<file path="src/rtl/debounce_sync_if.sv">
// Signal bundle between the raw-input side and the debounced-level consumer.
// The master drives the raw input and clear; the slave (debouncer) returns level and status.
interface debounce_sync_if #(
  parameter int BCNT_W = 8
);
  logic              a_i;
  logic              clr_i;
  logic              level_o;
  logic              busy_o;
  logic [BCNT_W-1:0] bounce_cnt_o;

  modport master (
    output a_i,
    output clr_i,
    input  level_o,
    input  busy_o,
    input  bounce_cnt_o
  );

  modport slave (
    input  a_i,
    input  clr_i,
    output level_o,
    output busy_o,
    output bounce_cnt_o
  );
endinterface

</file>
<file path="src/rtl/debounce_sync.sv">
// Synchronizes a raw asynchronous input and only lets the output level follow it
// after DEBOUNCE_CYCLES consecutive differing samples; aborted attempts are counted.
module debounce_sync #(
  parameter int   SYNC_STAGES     = 2,
  parameter int   DEBOUNCE_CYCLES = 16,
  parameter logic RESET_VAL       = 1'b0,
  parameter int   BCNT_W          = 8
) (
  input  logic             clk,
  input  logic             reset_n,
  debounce_sync_if.slave   bus
);

  localparam int CNT_W = $clog2(DEBOUNCE_CYCLES + 1);
  localparam logic [CNT_W-1:0]  CNT_ONE   = CNT_W'(1);
  localparam logic [CNT_W-1:0]  CNT_LAST  = CNT_W'(DEBOUNCE_CYCLES - 1);
  localparam logic [BCNT_W-1:0] BCNT_MAX  = '1;

  typedef enum logic {
    STABLE = 1'b0,
    CHECK  = 1'b1
  } state_t;

  logic [SYNC_STAGES-1:0] r_sync;
  logic                   w_s;
  state_t                 r_state;
  state_t                 w_stateNext;
  logic [CNT_W-1:0]       r_cnt;
  logic [CNT_W-1:0]       w_cntNext;
  logic                   r_level;
  logic                   w_levelNext;
  logic                   w_bounce;
  logic [BCNT_W-1:0]      r_bounceCnt;

  // Raw input touches nothing but the first synchronizer flop.
  always_ff @(posedge clk or negedge reset_n) begin
    if (!reset_n) begin
      r_sync <= {SYNC_STAGES{RESET_VAL}};
    end else begin
      r_sync <= {r_sync[SYNC_STAGES-2:0], bus.a_i};
    end
  end

  assign w_s = r_sync[SYNC_STAGES-1];

  always_ff @(posedge clk or negedge reset_n) begin
    if (!reset_n) begin
      r_state <= STABLE;
      r_cnt   <= '0;
      r_level <= RESET_VAL;
    end else begin
      r_state <= w_stateNext;
      r_cnt   <= w_cntNext;
      r_level <= w_levelNext;
    end
  end

  always_comb begin
    w_stateNext = r_state;
    w_cntNext   = r_cnt;
    w_levelNext = r_level;
    w_bounce    = 1'b0;
    case (r_state)
      STABLE: begin
        w_cntNext = '0;
        if (w_s != r_level) begin
          if (DEBOUNCE_CYCLES == 1) begin
            w_levelNext = w_s;
          end else begin
            w_stateNext = CHECK;
            w_cntNext   = CNT_ONE;
          end
        end
      end
      CHECK: begin
        if (w_s != r_level) begin
          if (r_cnt == CNT_LAST) begin
            w_levelNext = w_s;
            w_stateNext = STABLE;
            w_cntNext   = '0;
          end else begin
            w_cntNext = r_cnt + CNT_ONE;
          end
        end else begin
          // Sample fell back to the current level before qualifying: a bounce.
          w_stateNext = STABLE;
          w_cntNext   = '0;
          w_bounce    = 1'b1;
        end
      end
    endcase
  end

  // Clear takes priority over a coincident bounce; the count never wraps.
  always_ff @(posedge clk or negedge reset_n) begin
    if (!reset_n) begin
      r_bounceCnt <= '0;
    end else if (bus.clr_i) begin
      r_bounceCnt <= '0;
    end else if (w_bounce && (r_bounceCnt != BCNT_MAX)) begin
      r_bounceCnt <= r_bounceCnt + 1'b1;
    end
  end

  assign bus.level_o      = r_level;
  assign bus.busy_o       = (r_state == CHECK);
  assign bus.bounce_cnt_o = r_bounceCnt;

endmodule

</file>
<file path="src/flat_wrapper.sv">
// flat-port wrapper written by rule: the top's interface ports become plain ports
module debounce_sync_flat 
#(
  parameter int   SYNC_STAGES     = 2,
  parameter int   DEBOUNCE_CYCLES = 16,
  parameter logic RESET_VAL       = 1'b0,
  parameter int   BCNT_W          = 8
)
  (clk, reset_n, bus_a_i, bus_clr_i, bus_level_o, bus_busy_o, bus_bounce_cnt_o);
  debounce_sync_if #(.BCNT_W(BCNT_W)) bus_i ();
  input  logic clk;
  input  logic reset_n;
  input wire logic [$bits(bus_i.a_i)-1:0] bus_a_i;
  input wire logic [$bits(bus_i.clr_i)-1:0] bus_clr_i;
  output wire logic [$bits(bus_i.level_o)-1:0] bus_level_o;
  output wire logic [$bits(bus_i.busy_o)-1:0] bus_busy_o;
  output wire logic [$bits(bus_i.bounce_cnt_o)-1:0] bus_bounce_cnt_o;
  assign bus_i.a_i = bus_a_i;
  assign bus_i.clr_i = bus_clr_i;
  assign bus_level_o = bus_i.level_o;
  assign bus_busy_o = bus_i.busy_o;
  assign bus_bounce_cnt_o = bus_i.bounce_cnt_o;
  debounce_sync #(.SYNC_STAGES(SYNC_STAGES), .DEBOUNCE_CYCLES(DEBOUNCE_CYCLES), .RESET_VAL(RESET_VAL), .BCNT_W(BCNT_W)) u_core (.clk(clk), .reset_n(reset_n), .bus(bus_i));
endmodule
</file>
<file path="config.mk">
export PLATFORM = sky130hd
export DESIGN_NAME = debounce_sync_flat
export DESIGN_NICKNAME = d
export VERILOG_FILES = /design/src/rtl/debounce_sync_if.sv /design/src/rtl/debounce_sync.sv /design/src/flat_wrapper.sv
export SDC_FILE = /design/constraint.sdc
export NUM_CORES = 1
export LEC_CHECK = 0
export CORE_MARGIN = 2
export CORE_UTILIZATION = 49
export CTS_CLUSTER_SIZE = 8
export DETAILED_ROUTE_END_ITERATION = 8
export PLACE_DENSITY = 0.83
export SYNTH_ARGS = -nofsm -noshare
export SYNTH_HDL_FRONTEND = slang
export SYNTH_SLANG_ARGS = --single-unit
</file>
<file path="constraint.sdc">
create_clock -name clk -period 2 [get_ports clk]
set_clock_uncertainty 0.2 [all_clocks]
set_input_delay 0.4 -clock clk [delete_from_list [all_inputs] [get_ports clk]]
set_output_delay 0.4 -clock clk [all_outputs]
set_load 0.05 [all_outputs]
</file>
==> impl_metrics.yaml <==
synth:
  synth_cell_type_count: 29
  synth_area_leaders: "dfrtp_1 54%, a21oi_1 3.8%, nor2_1 3.3%"
  synth_area_per_cell_um2: 11.0
  synth_fp_nets: 78
  ys_warn_count: 0
  syn_area_um2: 790
  synth_cells: 72
  yosys.area.top_type: "dfrtp_1"
  synth_top_area_frac: 0.539
  synth-seq-cells: 17
  ys_seq_area_frac: 0.539
power_and_ir_drop:
  powerDensity_nw_per_um2: 623
  p_leak_nw: 0.437
  irDropWorstVdd_mv: 0.451
worst_setup_path:
  crit_fanout: 5
  critPathRequiredTime_ns: 2.02
  worst_setup_path_start_kind: "flop"
  critPathKind: "flop to flop"
  crit_path_end_kind: "flop"
  arrival_ns: 1.89
global_routing:
  grt_usage: 0.178
  grt_max_degree: 18
  grt_pass1_vias: 567
  grt_pass1_wl_um: 2480
  grt-ovfl-total: 0
  antenna_found_initial: 0
place:
  dp_hpwl_um: 1090
  port_buffers: 13
  gp_congestion: 0.793
  dpl_cell_area_um2: 943
job:
  drv_cap: 0
clock_tree:
  cts_hold_buf: 0
  cts_setup_buffers: 0
  root_buffer: "clkbuf_4"
  clk_latency_ns: 0.28
  cts_tree: "done"
  clkTransAtPathRegs_ns: 0.10
  cts_made_buffers: 3
  clock_path_buffers: 2
  cts.sinks: 17
  cts_resized: 0
  ctsHtreeMaxLevel: 1
timing:
  tightest_slew_ns: 0.461
  whs_ns: 0.169
  maxSlewHeadroom: 0.691
  setup_viol: 0
  hold_violations: 0
  period_needed_ns: 1.87
  period_share: 0.934
  maxSlewViolCount: 0
  fmax_mhz: 535
  rsz0062_at_grt: "false"
drt:
  ant_nets: 0
  firstDrtPassIters: 3
  viasPerCell: 5.44
  drt-initial-drc-count: 14
  routed_wl_um: 1410
  drc: 0
  num_vias: 577
  post_drt_wl_per_cell_um: 13.3
floorplan:
  core-area_um2: 1510
  die_x_um: 44.1
  fp.dieArea_um2: 1950
  ioPinCount: 14
  start_util: 0.524
  die_y_um: 44.1
  rows: 14
cells_and_area:
  final_layout_size_suffix_gt1_frac: 0.256
  nets: 97
  area.growth.synth_to_final_pct: 23.0
  n_antenna_cell: 0
  final_common_cell: "dfrtp_1"
  final_cell_area_um2: 971
  final_cell_mix: "15 x dfrtp_1, 12 x buf_4, 7 x nor2_1"
run_status:
  status: "finished clean"
worst_hold_path:
  hp-class: "flop to flop"
## synth_stat cells
master and n:
a21boi_0 1, a21oi_1 6, and3_1 1, buf_1 1, clkbuf_2 1, dfrtp_1 17
ha_1 2, inv_1 1, mux2_1 1, mux2_2 1, mux2i_1 1, nand2_1 5
nand3_1 5, nand3_2 1, nand4_1 1, nand4b_1 1, nor2_1 7, nor2b_1 2
nor3b_1 1, nor4b_2 1, o2111ai_1 1, o211ai_1 1, o21ai_0 3, o41ai_1 1
or3_1 2, or4_1 1, xnor2_1 2, xnor2_2 1, xor2_1 3
## worst max-delay path, stage by stage (launching register included)
cell and delay, ns:
dfrtp_2 0.45, ha_1 0.25, nand4_1 0.13, o211ai_1 0.23
or3_1 0.41, a21oi_1 0.14
## kinds of logic after synthesis
group / after synthesis / share of synthesized area
and+or+nand+nor: 28 / 0.198
DFF: 17 / 0.539
AOI/OAI and AO/OA: 13 / 0.0983
xor gates and xnor gates: 6 / 0.0761
buffers and inverters: 3 / 0.0158
muxes: 3 / 0.0412
adders and majority gates: 2 / 0.0317
## routing by layer
layer  global-route usage  vias up  part of all wire
met5                    0        -                 0
met4               0.0909        0             0.011
met3               0.0367        2             0.019
met2                0.282        6              0.50
met1                0.231      273              0.47
li1                     -      296                 -
## worst paths after layout
check,depth (start not counted),to,slack (ns),startpoint
max,5,u_core.bus.bounce_cnt_o[3],0.13,u_core.bus.bounce_cnt_o[0]
max reg2reg,5,u_core.bus.bounce_cnt_o[3],0.13,u_core.bus.bounce_cnt_o[0]
min,0,u_core.r_sync[1],0.17,u_core.r_sync[0]
min reg2reg,0,u_core.r_sync[1],0.17,u_core.r_sync[0]
max in group asynchronous,2,u_core.bus.bounce_cnt_o[0],1.18,reset_n
min in group asynchronous,2,u_core.bus.bounce_cnt_o[2],0.22,reset_n
## power breakdown
part | total (mW) | internal [mW] | switching (mW)
Clock | 0.181 | 0.0742 | 0.107
Combinational | 0.0624 | 0.0258 | 0.0365
Sequential | 0.362 | 0.352 | 0.00945
Total | 0.605 | 0.452 | 0.153
## final cells by class
| type | instances | area, µm² |
|---|---|---|
| well taps | 16 | 20.0 |
| repair buffers | 16 | 140 |
| inverters | 1 | 3.75 |
| multi-input cells | 52 | 352 |
| clock inverters | 1 | 5.00 |
| flip-flops and latches | 17 | 428 |
| fillers | 117 | 536 |
| clock buffers | 3 | 22.5 |
## metrics by stage
step	setup slack [ns]	instances	utilization	setup TNS (ns)	power, mW
after floorplan	-0.00124	72	-	-0.00124	0.401
after global placement	0.205	102	0.626	0	0.430
after detailed placement	0.161	102	0.626	0	0.432
after CTS	0.123	106	0.645	0	0.614
after global routing	0.0283	106	0.645	0	0.632
final	0.132	106	0.645	0	0.605
## sequential cells by signal, indices dropped and copies added, names as in the netlist
signal and cells:
u_core.bus.level_o 1, u_core.r_cnt 5, u_core.r_sync 2, u_core.bus.bounce_cnt_o 8
u_core.bus.busy_o 1
Power figures use the tool's default switching activity.
